===== config.mk =====
export PLATFORM = sky130hd
export DESIGN_NAME = onehot_drain_encoder
export DESIGN_NICKNAME = d
export VERILOG_FILES = /design/src/rtl/onehot_drain_encoder_pkg.sv /design/src/rtl/onehot_drain_encoder_prio_enc_lsb.sv /design/src/rtl/onehot_drain_encoder.sv
export SDC_FILE = /design/constraint.sdc
export NUM_CORES = 1
export LEC_CHECK = 0
export BUFFER_PORTS_ARGS = -buffer_cell sky130_fd_sc_hd__buf_2
export CAP_MARGIN = 30
export CORE_MARGIN = 2
export CORE_UTILIZATION = 48
export CTS_CLUSTER_DIAMETER = 150
export DETAILED_ROUTE_END_ITERATION = 7
export GPL_TIMING_DRIVEN = 0
export PLACE_DENSITY_LB_ADDON = 0.2
export SLEW_MARGIN = 10
export SYNTH_ARGS = -nofsm -noshare
export SYNTH_HDL_FRONTEND = slang
export SYNTH_SLANG_ARGS = --single-unit

===== constraint.sdc =====
create_clock -name clk -period 2 [get_ports clk]
set_clock_uncertainty 0.05 [all_clocks]
set_input_delay 0.3 -clock clk [delete_from_list [all_inputs] [get_ports clk]]
set_output_delay 0.3 -clock clk [all_outputs]
set_load 0.02 [all_outputs]

===== src/rtl/onehot_drain_encoder_pkg.sv =====
// Shared definitions for the one-hot drain encoder.
// Contents:
//   WIDTH_DEF, IDX_W_DEF : default request width and index width
//   state_t              : FSM states (IDLE, DRAIN)
//   lowest_set()         : index of the lowest set bit of a WIDTH_DEF vector
//   is_single()          : 1 when exactly one bit of a WIDTH_DEF vector is set
package onehot_drain_encoder_pkg;

  localparam int unsigned WIDTH_DEF = 8;
  localparam int unsigned IDX_W_DEF = 3;

  typedef enum logic {
    IDLE  = 1'b0,
    DRAIN = 1'b1
  } state_t;

  function automatic logic [IDX_W_DEF-1:0] lowest_set(input logic [WIDTH_DEF-1:0] v);
    logic [IDX_W_DEF-1:0] r;
    logic                 found;
    r     = '0;
    found = 1'b0;
    for (int unsigned i = 0; i < WIDTH_DEF; i++) begin
      if (v[i] && !found) begin
        r     = IDX_W_DEF'(i);
        found = 1'b1;
      end
    end
    return r;
  endfunction

  function automatic logic is_single(input logic [WIDTH_DEF-1:0] v);
    return (v != '0) && ((v & (v - 1'b1)) == '0);
  endfunction

endpackage


===== src/rtl/onehot_drain_encoder_prio_enc_lsb.sv =====
// Combinational lowest-set-bit priority encoder.
// Ports:
//   vec    : input vector, bit 0 has the highest priority
//   idx    : index of the lowest set bit (0 when vec is zero)
//   any    : vec != 0
//   single : exactly one bit of vec is set
module prio_enc_lsb #(
  parameter int unsigned WIDTH = 8,
  localparam int unsigned IDX_W = $clog2(WIDTH)
) (
  input  logic [WIDTH-1:0] vec,
  output logic [IDX_W-1:0] idx,
  output logic             any,
  output logic             single
);

  logic found;

  always_comb begin
    idx   = '0;
    found = 1'b0;
    for (int unsigned i = 0; i < WIDTH; i++) begin
      if (vec[i] && !found) begin
        idx   = IDX_W'(i);
        found = 1'b1;
      end
    end
  end

  assign any    = |vec;
  // Clearing the lowest set bit leaves zero only for a single-bit vector.
  assign single = any && ((vec & (vec - 1'b1)) == '0);

endmodule


===== src/rtl/onehot_drain_encoder.sv =====
// Sequential 8-to-3 encoder: accepts a request vector and emits the index
// of every set bit, lowest first, one per out_valid/out_ready handshake.
// Ports:
//   clk, rst_n          : clock, asynchronous active-low reset
//   en                  : enable; low blocks acceptance and aborts a drain
//   in_vec, in_valid    : request vector and its valid
//   in_ready            : block can accept a vector
//   out_idx, out_valid  : lowest pending index and its valid
//   out_ready           : consumer accepts out_idx
//   out_last            : out_idx is the final pending bit of the vector
//   busy                : vector held, drain in progress
module onehot_drain_encoder
  import onehot_drain_encoder_pkg::*;
#(
  parameter int unsigned WIDTH = WIDTH_DEF,
  localparam int unsigned IDX_W = $clog2(WIDTH)
) (
  input  logic             clk,
  input  logic             rst_n,
  input  logic             en,
  input  logic [WIDTH-1:0] in_vec,
  input  logic             in_valid,
  output logic             in_ready,
  output logic [IDX_W-1:0] out_idx,
  output logic             out_valid,
  input  logic             out_ready,
  output logic             out_last,
  output logic             busy
);

  state_t           state;
  logic [WIDTH-1:0] pend;
  logic [IDX_W-1:0] pidx;
  logic             pany;
  logic             psingle;

  prio_enc_lsb #(.WIDTH(WIDTH)) u_prio (
    .vec    (pend),
    .idx    (pidx),
    .any    (pany),
    .single (psingle)
  );

  // rst_n gates in_ready so it reads low for the whole reset pulse.
  assign in_ready  = rst_n && en && (state == IDLE);
  assign busy      = (state == DRAIN);
  assign out_valid = en && (state == DRAIN);
  assign out_idx   = pidx;
  assign out_last  = psingle;

  always_ff @(posedge clk or negedge rst_n) begin
    if (!rst_n) begin
      state <= IDLE;
      pend  <= '0;
    end else begin
      case (state)
        IDLE: begin
          // A zero vector is consumed here without leaving IDLE.
          if (in_valid && in_ready && (in_vec != '0)) begin
            pend  <= in_vec;
            state <= DRAIN;
          end
        end
        DRAIN: begin
          if (!en) begin
            pend  <= '0;
            state <= IDLE;
          end else if (out_ready) begin
            pend <= pend & ~(WIDTH'(1) << pidx);
            if (psingle || !pany) begin
              state <= IDLE;
            end
          end
        end
        default: begin
          pend  <= '0;
          state <= IDLE;
        end
      endcase
    end
  end

endmodule

==> results.py <==
metrics = {
    "status": {
        "status": "finished with violations",
        "violations": "negative setup slack",
    },
    "sta": {
        "worst_pin_slew_ns": 0.5590,
        "fmax_mhz": 458.2,
        "slew-limit-headroom_pct": 62.39,
        "layout_min_cycle_time_ns": 2.183,
        "grt_setup_unrepaired": "yes",
        "layout_setup_ws_ns": -0.1827,
        "holdWs_ns": 0.2236,
        "slew_viol_final": 0,
        "final_hold_viol_count": 0,
        "post-route-period-util_pct": 109.1,
        "setup_viol": 1,
    },
    "synth": {
        "ys_seq_elements": 9,
        "ys_top_cells_by_count": "9 x dfrtp_1, 9 x nor2_1, 8 x nand2_1",
        "ys_warn_count": 0,
        "yosys_most_used_dff": "dfrtp_1",
        "synthTopCellsByArea": "dfrtp_1 35%, a221o_1 7.7%, nor2_1 5.2%, nand2_1 4.6%, a21boi_0 3.5%",
        "synth_top_area_cell": "dfrtp_1",
        "ys_seq_area_share_pct": 34.68,
        "synth_edf_count": 0,
        "syn_area_sq_um": 649.4,
        "synth.distinct_cells": 33,
        "synth.avg_cell_area_sq_um": 9.019,
        "synth_fp_nets": 85,
        "synth_top_area_share_pct": 34.68,
        "synthArstFlopShare_pct": 100.0,
        "netlist_instances": 72,
    },
    "power_and_ir_drop": {
        "pwr-share-seq_pct": 25.1,
        "p_int_w": 0.0009360,
        "net-switching-power_w": 0.0008120,
        "ir_drop_v": 0.001127,
        "p_comb_share_pct": 66.9,
        "clockPowerShare_pct": 8.0,
        "p_per_area_mw_per_mm2": 1911,
        "switching_share_pct": 46.45,
        "p_leak_nw": 0.4259,
    },
    "global_routing": {
        "grt_pass1_wl_mm": 2.532,
        "grt_usage_pct": 23.28,
        "grt_pass1_vias": 612,
        "overflow": 0,
        "grt_max_degree": 10,
        "grt_antenna_before_repair": 0,
    },
    "run": {
        "cap_viol_max_count": 0,
    },
    "cts": {
        "numCtsBuffers": 3,
        "cts_buffer_depth": 2,
        "cts.clk_slew.worst_paths_ns": 0.06,
        "clk_latency_ns": 0.26,
        "cts_root_buffer": "clkbuf_4",
        "cts_tree": "done",
        "clock_sinks": 9,
        "cts_max_level": 1,
    },
    "worst_hold_path": {
        "hp-class": "input port to register",
    },
    "detailed_routing": {
        "wl_mm": 1.859,
        "drc": 0,
        "avgViaCountPerCell": 6.134,
        "ant_nets": 0,
        "drtPass1Iterations": 4,
        "drt-initial-drc-count": 41,
        "vias": 730,
        "routedWlPerCell_um": 15.62,
    },
    "layout": {
        "nNetsFinal": 118,
        "fin_cells": 119,
        "final_util_pct": 71.18,
        "drive_above_1_share_pct": 44.23,
        "n_antenna_cell": 0,
        "area_growth_syn_to_layout_pct": 40.85,
    },
    "setup_path": {
        "cp-start-kind": "register",
        "worst-setup-path-type": "register to primary output",
        "crit_chain": "nor4_4 -> nand2_2 -> and2_0 -> o32a_1 -> buf_6",
        "slowest_delay_ns": 0.47,
        "cp_data_arrival_time_ns": 1.83,
        "cpMaxStageDelayCell": "dfrtp_2",
        "crit_buf_inv": 1,
        "critPathMaxFanout": 6,
        "worst_ep_required_time_ns": 1.65,
        "endpoint_kind": "primary output",
        "critPathTopFamily": "simple AND/OR/NAND/NOR gates",
    },
    "floorplan": {
        "core_area_sq_mm": 0.001285,
        "start_util_pct": 50.54,
        "die_w_um": 40.78,
        "ios": 20,
        "die_y_um": 40.78,
        "rows": 13,
        "die-area_sq_mm": 0.001663,
    },
    "placement": {
        "routabilityCongestion": 0.7784,
        "dp.cells": 106,
        "port_buffers": 19,
        "dp_hpwl_mm": 1.174,
        "pre_cts_slack_ns": -0.08130,
    },
}
timing repair:
item                                    in CTS  in global routing
hold buffers                                 1                  0
cloned                                       0                  0
resized for setup                           13                  5
pin swaps                                    5                  3
endpoints found under the setup margin       2                  3
hold endpoints to repair                     9                  0
setup buffers                                7                  2
routing by layer:
layer  vias to the layer above  track usage, %  share of wire, %
met5                         -               0                 0
met1                       360           26.25                41
met2                        29           41.41                52
li1                        341               -                 -
met4                         0           4.167                 0
met3                         0           8.696               6.6
layout by cell type, fill, tap and decap left out, types with 3 or more instances in the layout:
cell type  count
buf_2         16
nand2_1        8
buf_4          8
nor2_1         7
dfrtp_1        6
a221o_1        5
buf_6          4
inv_1          3
nand2b_1       3
clkbuf_4       3
dfrtp_2        3
layout make-up:
| type | instances | area [sq um] |
|---|---|---|
| Inverter | 3 | 11.26 |
| Multi-Input combinational cell | 59 | 434.2 |
| Sequential cell | 9 | 229.0 |
| Tap cell | 15 | 18.77 |
| Clock buffer | 4 | 26.28 |
| Fill cell | 99 | 370.4 |
| Timing Repair Buffer | 28 | 187.7 |
| Buffer | 1 | 7.507 |
registers in the layout, indices dropped and copies added, names as in the netlist:
signal	cells
pend	8
busy	1
final timing paths:
check,start,end,slack [ns],cells after the start
max,pend[1],out_last,-0.18,5
min,in_vec[1],pend[1],0.22,2
max reg2reg,pend[1],busy,0.28,7
min reg2reg,pend[1],pend[1],0.58,1
max in group asynchronous,rst_n,pend[3],1.10,2
min in group asynchronous,rst_n,pend[2],0.47,2
kinds of logic after synthesis:
family / Yosys count / synth area share, %
and+or+nand+nor: 34 / 30.45
AOI/OAI and AO/OA: 24 / 30.25
DFF: 9 / 34.68
buffers and inverters: 4 / 2.890
muxes: 1 / 1.734
worst register-to-register path: stages (launching register included):
cell and delay (ns):
dfrtp_2 0.47, nor4_4 0.35, buf_4 0.19, buf_6 0.09, buf_4 0.09, nand4b_1 0.09, a31oi_1 0.18, o31ai_1 0.09
per-stage QoR:
stage	instance area [sq um]	TNS (ns)	power, W
global placement	763.2	-0.07510	0.001195
global route	914.6	-0.3170	0.001852
finish	914.6	-0.1827	0.001748
CTS	889.6	-0.1133	0.001603
floorplan	649.4	0	0.0009790
detailed placement	763.2	-0.08130	0.001201
power groups by stage:
stage                     Sequential [W]  Clock [W]  Combinational (W)
final                           0.000438   0.000140            0.00117
after global routing            0.000449   0.000149            0.00125
after CTS                       0.000427   0.000140            0.00104
after detailed placement        0.000442          0           0.000759
after global placement          0.000445          0           0.000749
after floorplan                 0.000403          0           0.000576
Note: power is estimated with default switching activity, not from simulation.
